[config.mk]
export PLATFORM = sky130hd
export DESIGN_NAME = port_pkt_reader_flat
export DESIGN_NICKNAME = d
export VERILOG_FILES = /design/src/rtl/port_pkt_reader_if.sv /design/src/rtl/port_pkt_reader.sv /design/src/flat_wrapper.sv
export SDC_FILE = /design/constraint.sdc
export NUM_CORES = 1
export LEC_CHECK = 0
export CAP_MARGIN = 20
export CORE_MARGIN = 4
export CORE_UTILIZATION = 55
export CTS_CLUSTER_SIZE = 25
export DETAILED_ROUTE_END_ITERATION = 6
export GPL_ROUTABILITY_DRIVEN = 0
export HOLD_SLACK_MARGIN = 0.06
export PLACE_DENSITY = 0.79
export SYNTH_ARGS = -nofsm -noshare
export SYNTH_HDL_FRONTEND = slang
export SYNTH_SLANG_ARGS = --single-unit
export TNS_END_PERCENT = 30
[constraint.sdc]
create_clock -name clk -period 2.8 [get_ports clk]
set_input_delay 0.28 -clock clk [delete_from_list [all_inputs] [get_ports clk]]
set_output_delay 0.28 -clock clk [all_outputs]
set_load 0.02 [all_outputs]
[src/rtl/port_pkt_reader_if.sv]
// Handshake bundle between port_pkt_reader, its port FIFO and the downstream sink.
// master: the reader (pops the FIFO, drives the stream); slave: FIFO/sink side.
interface port_pkt_reader_if #(
  parameter int unsigned W_WIDTH = 8
) ();

  // Port FIFO side
  logic [W_WIDTH-1:0] port_out;
  logic               port_rdy;
  logic               port_rd;

  // Downstream stream side
  logic [W_WIDTH-1:0] out_data;
  logic               out_valid;
  logic               out_ready;
  logic               out_sop;
  logic               out_eop;
  logic               addr_err;

  modport master (
    input  port_out,
    input  port_rdy,
    input  out_ready,
    output port_rd,
    output out_data,
    output out_valid,
    output out_sop,
    output out_eop,
    output addr_err
  );

  modport slave (
    output port_out,
    output port_rdy,
    output out_ready,
    input  port_rd,
    input  out_data,
    input  out_valid,
    input  out_sop,
    input  out_eop,
    input  addr_err
  );

endinterface

[src/rtl/port_pkt_reader.sv]
// Port packet reader: pops words from a port FIFO, parses address/length/payload framing,
// tags sop/eop and streams the words downstream through a 2-entry buffer with bypass.
// Optional statistics counters are built when PORT_PKT_READER_STATS_EN is defined.
module port_pkt_reader #(
  parameter int unsigned W_WIDTH   = 8,
  parameter int unsigned PORT_ADDR = 0
) (
  input  logic               clk,
  input  logic               rst_n,   // active-high asynchronous reset
  port_pkt_reader_if.master  bus_io
`ifdef PORT_PKT_READER_STATS_EN
  ,
  output logic [15:0]        pkt_cnt,
  output logic [15:0]        err_cnt
`endif
);

  localparam logic [W_WIDTH-1:0] PortAddrW = W_WIDTH'(PORT_ADDR);

  typedef enum logic [1:0] {StAddr, StLen, StPayload} state_e;

  state_e             state_q, state_d;
  logic [W_WIDTH-1:0] rem_q, rem_d;
  logic               addr_err_q, addr_err_d;

  // A pop issued last cycle means port_out carries a fresh word this cycle
  logic               rd_inflight_q;
  logic               port_rd;

  logic [1:0]         count_q, count_d;
  logic               rd_ptr_q, wr_ptr_q;
  logic [W_WIDTH-1:0] mem_data_q [2];
  logic [1:0]         mem_sop_q, mem_eop_q;

  logic               capture, accept, wr_en, pop_en;
  logic               tag_sop, tag_eop;
  logic [2:0]         occ_after;

  logic [W_WIDTH-1:0] out_data;
  logic               out_valid, out_sop, out_eop;

  assign capture = rd_inflight_q;

  // Parser next state and sop/eop tags for the word on port_out
  always_comb begin
    state_d    = state_q;
    rem_d      = rem_q;
    addr_err_d = 1'b0;
    tag_sop    = 1'b0;
    tag_eop    = 1'b0;
    unique case (state_q)
      StAddr: begin
        tag_sop = 1'b1;
        if (capture) begin
          state_d    = StLen;
          addr_err_d = (bus_io.port_out != PortAddrW);
        end
      end
      StLen: begin
        tag_eop = (bus_io.port_out == '0);
        if (capture) begin
          rem_d   = bus_io.port_out;
          state_d = (bus_io.port_out == '0) ? StAddr : StPayload;
        end
      end
      StPayload: begin
        tag_eop = (rem_q == W_WIDTH'(1));
        if (capture) begin
          rem_d = rem_q - W_WIDTH'(1);
          if (rem_q == W_WIDTH'(1)) begin
            state_d = StAddr;
          end
        end
      end
      default: state_d = StAddr;
    endcase
  end

  // Parser state, remaining-word counter and address-error pulse
  always_ff @(posedge clk or posedge rst_n) begin
    if (rst_n) begin
      state_q    <= StAddr;
      rem_q      <= '0;
      addr_err_q <= 1'b0;
    end else begin
      state_q    <= state_d;
      rem_q      <= rem_d;
      addr_err_q <= addr_err_d;
    end
  end

  // Present the buffer head, or bypass the captured word when the buffer is empty
  always_comb begin
    out_data  = '0;
    out_valid = 1'b0;
    out_sop   = 1'b0;
    out_eop   = 1'b0;
    if (count_q != 2'd0) begin
      out_data  = mem_data_q[rd_ptr_q];
      out_sop   = mem_sop_q[rd_ptr_q];
      out_eop   = mem_eop_q[rd_ptr_q];
      out_valid = 1'b1;
    end else if (capture) begin
      out_data  = bus_io.port_out;
      out_sop   = tag_sop;
      out_eop   = tag_eop;
      out_valid = 1'b1;
    end
  end

  // Buffer bookkeeping and the pop decision; a same-cycle accept frees a slot
  always_comb begin
    accept    = out_valid & bus_io.out_ready;
    // A bypassed word that is accepted immediately never enters the buffer
    wr_en     = capture & ~((count_q == 2'd0) & accept);
    pop_en    = accept & (count_q != 2'd0);
    count_d   = count_q + 2'(wr_en) - 2'(pop_en);
    occ_after = 3'(count_q) + 3'(rd_inflight_q) - 3'(accept);
    port_rd   = ~bus_io.port_rdy & (occ_after < 3'd2);
  end

  // Output buffer storage, pointers and in-flight read tracking
  always_ff @(posedge clk or posedge rst_n) begin
    if (rst_n) begin
      count_q       <= 2'd0;
      rd_ptr_q      <= 1'b0;
      wr_ptr_q      <= 1'b0;
      rd_inflight_q <= 1'b0;
      mem_sop_q     <= 2'b00;
      mem_eop_q     <= 2'b00;
      for (int i = 0; i < 2; i++) begin
        mem_data_q[i] <= '0;
      end
    end else begin
      rd_inflight_q <= port_rd;
      count_q       <= count_d;
      if (wr_en) begin
        mem_data_q[wr_ptr_q] <= bus_io.port_out;
        mem_sop_q[wr_ptr_q]  <= tag_sop;
        mem_eop_q[wr_ptr_q]  <= tag_eop;
        wr_ptr_q             <= ~wr_ptr_q;
      end
      if (pop_en) begin
        rd_ptr_q <= ~rd_ptr_q;
      end
    end
  end

  assign bus_io.port_rd   = port_rd;
  assign bus_io.out_data  = out_data;
  assign bus_io.out_valid = out_valid;
  assign bus_io.out_sop   = out_sop;
  assign bus_io.out_eop   = out_eop;
  assign bus_io.addr_err  = addr_err_q;

`ifdef PORT_PKT_READER_STATS_EN
  logic [15:0] pkt_cnt_q, err_cnt_q;

  // Packet and address-error counters, free-running with natural wrap
  always_ff @(posedge clk or posedge rst_n) begin
    if (rst_n) begin
      pkt_cnt_q <= 16'd0;
      err_cnt_q <= 16'd0;
    end else begin
      if (accept && out_eop) begin
        pkt_cnt_q <= pkt_cnt_q + 16'd1;
      end
      if (addr_err_q) begin
        err_cnt_q <= err_cnt_q + 16'd1;
      end
    end
  end

  assign pkt_cnt = pkt_cnt_q;
  assign err_cnt = err_cnt_q;
`endif

endmodule

[src/flat_wrapper.sv]
// flat-port wrapper written by rule: the top's interface ports become plain ports
module port_pkt_reader_flat 
#(
  parameter int unsigned W_WIDTH   = 8,
  parameter int unsigned PORT_ADDR = 0
)
  (clk, rst_n, bus_io_port_out, bus_io_port_rdy, bus_io_out_ready, bus_io_port_rd, bus_io_out_data, bus_io_out_valid, bus_io_out_sop, bus_io_out_eop, bus_io_addr_err);
  port_pkt_reader_if #(.W_WIDTH(W_WIDTH)) bus_io_i ();
  input  logic clk;
  input  logic rst_n;
  input wire logic [$bits(bus_io_i.port_out)-1:0] bus_io_port_out;
  input wire logic [$bits(bus_io_i.port_rdy)-1:0] bus_io_port_rdy;
  input wire logic [$bits(bus_io_i.out_ready)-1:0] bus_io_out_ready;
  output wire logic [$bits(bus_io_i.port_rd)-1:0] bus_io_port_rd;
  output wire logic [$bits(bus_io_i.out_data)-1:0] bus_io_out_data;
  output wire logic [$bits(bus_io_i.out_valid)-1:0] bus_io_out_valid;
  output wire logic [$bits(bus_io_i.out_sop)-1:0] bus_io_out_sop;
  output wire logic [$bits(bus_io_i.out_eop)-1:0] bus_io_out_eop;
  output wire logic [$bits(bus_io_i.addr_err)-1:0] bus_io_addr_err;
  assign bus_io_i.port_out = bus_io_port_out;
  assign bus_io_i.port_rdy = bus_io_port_rdy;
  assign bus_io_i.out_ready = bus_io_out_ready;
  assign bus_io_port_rd = bus_io_i.port_rd;
  assign bus_io_out_data = bus_io_i.out_data;
  assign bus_io_out_valid = bus_io_i.out_valid;
  assign bus_io_out_sop = bus_io_i.out_sop;
  assign bus_io_out_eop = bus_io_i.out_eop;
  assign bus_io_addr_err = bus_io_i.addr_err;
  port_pkt_reader #(.W_WIDTH(W_WIDTH), .PORT_ADDR(PORT_ADDR)) u_core (.clk(clk), .rst_n(rst_n), .bus_io(bus_io_i));
endmodule
==> results.yml <==
run_status:
  outcome: "completed"
synthesis:
  synth_top_area_frac: 0.458
  yosysWarningCount: 0
  netlist_area_um2: 1970
  syn_area_per_cell_um2: 10.6
  synth_seq_cells: 36
  postSynthCellCount: 186
  ys_types: 37
  synth-main-ff-cell: "dfrtp_1"
  synth_top_area_cell: "dfrtp_1"
  synth_common_cells: "36 x dfrtp_1, 21 x mux2_2, 13 x nand3_1, 12 x nand2_1, 12 x o21ai_0"
  synth-async-reset-ratio: 1.00
  synth_edf_count: 0
  synth_nets: 207
  synth.area.top_cells: "dfrtp_1 46%, mux2_2 12%, mux2i_1 5.6%, ha_1 5.1%, nand3_1 3.3%"
  yosysMostFrequentCell: "dfrtp_1"
  synth_seq_area_share: 0.458
route:
  drc: 0
  drt-total-wl_um: 4420
  vias: 1545
  drt_pass1_iterations: 4
  initialDrtViolationCount: 69
  wl_per_cell_um: 16.2
  viasPerCell: 5.68
  ant_nets: 0
sta:
  slew_headroom: 0.563
  fin_worst_skew_ns: 0.0178
  fin_setup_tns_ns: 0
  hold_viol: 0
  post-route-period-util: 0.982
  rsz0062_at_grt: "true"
  finalMaxSlewViolations: 0
  setup_viol: 0
  worst_pin_slew_ns: 0.655
  fin_crit_ns: 2.75
  fmax_mhz: 364
  fin_ws_ns: 0.0516
critical_path:
  reg2regPathDepth: 11
  crit_path_end_kind: "output pin"
  r2r_end: "u_core.capture"
  endpoint: "bus_io_port_rd"
  cp_slowest_cell: "fa_2"
  crit_type: "reg2out"
  timing.rr.start: "u_core.count_q[1]"
  critical_path.max_fanout: 2
  cpPeakStageDelay_ns: 0.52
  required_ns: 2.52
  startpoint: "u_core.count_q[1]"
  path_cells: "or3_1 -> and2_4 -> ha_4 -> nand2b_4 -> fa_2 -> nor3b_4 -> buf_6"
  cp.arrival_ns: 2.47
  reg2reg_setup_slack_ns: 0.30
  start_kind: "flop"
pwr:
  power_frac_clock: 0.129
  p_comb_frac: 0.549
  ir_worst_vdd_uv: 693
  power.switching_uw: 1210
  p_sw_frac: 0.407
  power_density_nw_per_um2: 1210
  seq_power_share: 0.322
  p_leak_uw: 0.00108
  p_int_uw: 1770
worst_hold_path:
  hp-class: "in2async"
placement:
  dp.cells: 261
  pre_cts_ws_ns: -0.200
  dpl.hpwl_um: 3070
  io_buffer_count: 24
finish:
  drive_gt1_frac: 0.257
  n_antenna_cell: 0
  finalNetCount: 246
  fillers: 244
  final_util: 0.728
  fin_cells: 272
  synthToLayoutAreaGrowth_pct: 25.5
clock_tree:
  cts_tree: "done"
  clk_latency_ns: 0.36
  clkSlewWorstSetupHoldPaths_ns: 0.13
  cts_made_buffers: 5
  cts_root_buf: "clkbuf_4"
  cts_buffer_depth: 2
  cts.htree.levels: 2
  cts_sinks: 36
floorplanning:
  die_height_um: 67.8
  initial_core_util: 0.580
  dieArea_um2: 4600
  ios: 25
  core_um2: 3390
  placementRows: 21
  die_x_um: 67.8
grt:
  grt_pass1_wl_um: 7350
  grt_max_degree: 37
  track_usage: 0.221
  grt-ovfl-total: 0
  grt_pass1_vias: 1571
  antenna_found_initial: 0
flow_run:
  cap_violations: 0
-- layout make-up --
class	count	area [um2]	share of cell area
clock buffers	5	37.5	0.0152
clock inverters	3	46.3	0.0188
inverters	10	37.5	0.0152
multi-input cells	131	1020	0.413
flip-flops and latches	36	901	0.365
well taps	46	57.6	0.0233
repair buffers	41	369	0.150
-- how the worst min path moves through the flow --
stage,from,end,depth (start not counted)
6_report,rst_n,u_core.mem_eop_q[1],3
5_1_grt,rst_n,u_core.mem_eop_q[1],3
4_1_cts,rst_n,u_core.state_q[1],3
3_5_place_dp,u_core.mem_eop_q[1],u_core.mem_eop_q[1],1
3_3_place_gp,u_core.mem_data_q[0],u_core.mem_data_q[0],1
2_1_floorplan,bus_io_port_rdy,u_core.capture,1
-- worst max-delay path, delay by kind of cell (launching register included) --
kind | cells | cell delay [ns]
fa+ha+maj | 2 | 0.72
buf+inv | 1 | 0.14
flops | 1 | 0.39
simple gates | 4 | 0.88
-- per-stage QoR --
step | hold WS, ns | power [uW] | area [um2]
floorplan | 0.400 | 1980 | 1970
global placement | 0.486 | 2400 | 2320
detailed placement | 0.494 | 2500 | 2320
CTS | 0.324 | 2950 | 2440
global route | 0.373 | 3190 | 2470
finish | 0.322 | 2980 | 2470
-- cells by family (layout without fill, tap and decap cells) --
kind of cell / Yosys count / after routing / synth area share
AO/OA/AOI/OAI: 36 / 36 / 0.113
XOR/XNOR: 5 / 5 / 0.0223
buffers and inverters: 19 / 59 / 0.0452
AND/OR/NAND/NOR: 49 / 49 / 0.124
flip-flops: 36 / 36 / 0.458
multiplexers: 32 / 32 / 0.176
adder cells (fa/ha/maj): 9 / 9 / 0.0611
-- registers in the layout, indices dropped and copies added, names as in the netlist --
| register | count |
|---|---|
| u_core.rd_ptr_q | 1 |
| u_core.bus_io.addr_err | 1 |
| u_core.capture | 1 |
| u_core.count_q | 2 |
| u_core.wr_ptr_q | 1 |
| u_core.mem_data_q | 16 |
| u_core.mem_sop_q | 2 |
| u_core.mem_eop_q | 2 |
| u_core.rem_q | 8 |
| u_core.state_q | 2 |
-- placed cells by master, fill, tap and decap left out, types with 2 or more instances in the layout --
master and n:
dfrtp_1 36, clkdlybuf4s50_1 23, mux2_2 21, buf_4 17, nand3_1 13, nand2_1 12, o21ai_0 12, mux2i_1 11
inv_1 10, a21oi_1 9, nor2_1 8, ha_1 7, o22ai_1 5, clkbuf_4 5, a2bb2oi_1 3, xor2_1 3
nor2b_1 2, nor3_1 2, or3_1 2, xnor2_1 2
-- routing by layer --
metal,part of all wire,global-route usage
met1,0.45,0.271
met2,0.51,0.383
met3,0.032,0.0549
met4,0.013,0.0670
met5,0,0
-- power by group through the flow --
| stage | logic [uW] | registers, uW | clock network [uW] |
|---|---|---|---|
| 6_report | 1630 | 960 | 384 |
| 5_1_grt | 1790 | 988 | 412 |
| 4_1_cts | 1600 | 958 | 395 |
| 3_5_place_dp | 1540 | 968 | 0 |
| 3_3_place_gp | 1460 | 944 | 0 |
| 2_1_floorplan | 1090 | 894 | 0 |
-- repair_timing --
action,4_1_cts,5_1_grt
gates resized for setup,7,5
cloned,0,0
pin swaps,3,3
buffers inserted,3,0
setup endpoints to repair,1,2
hold buffers,0,0
(Power assumes the default switching activity.)
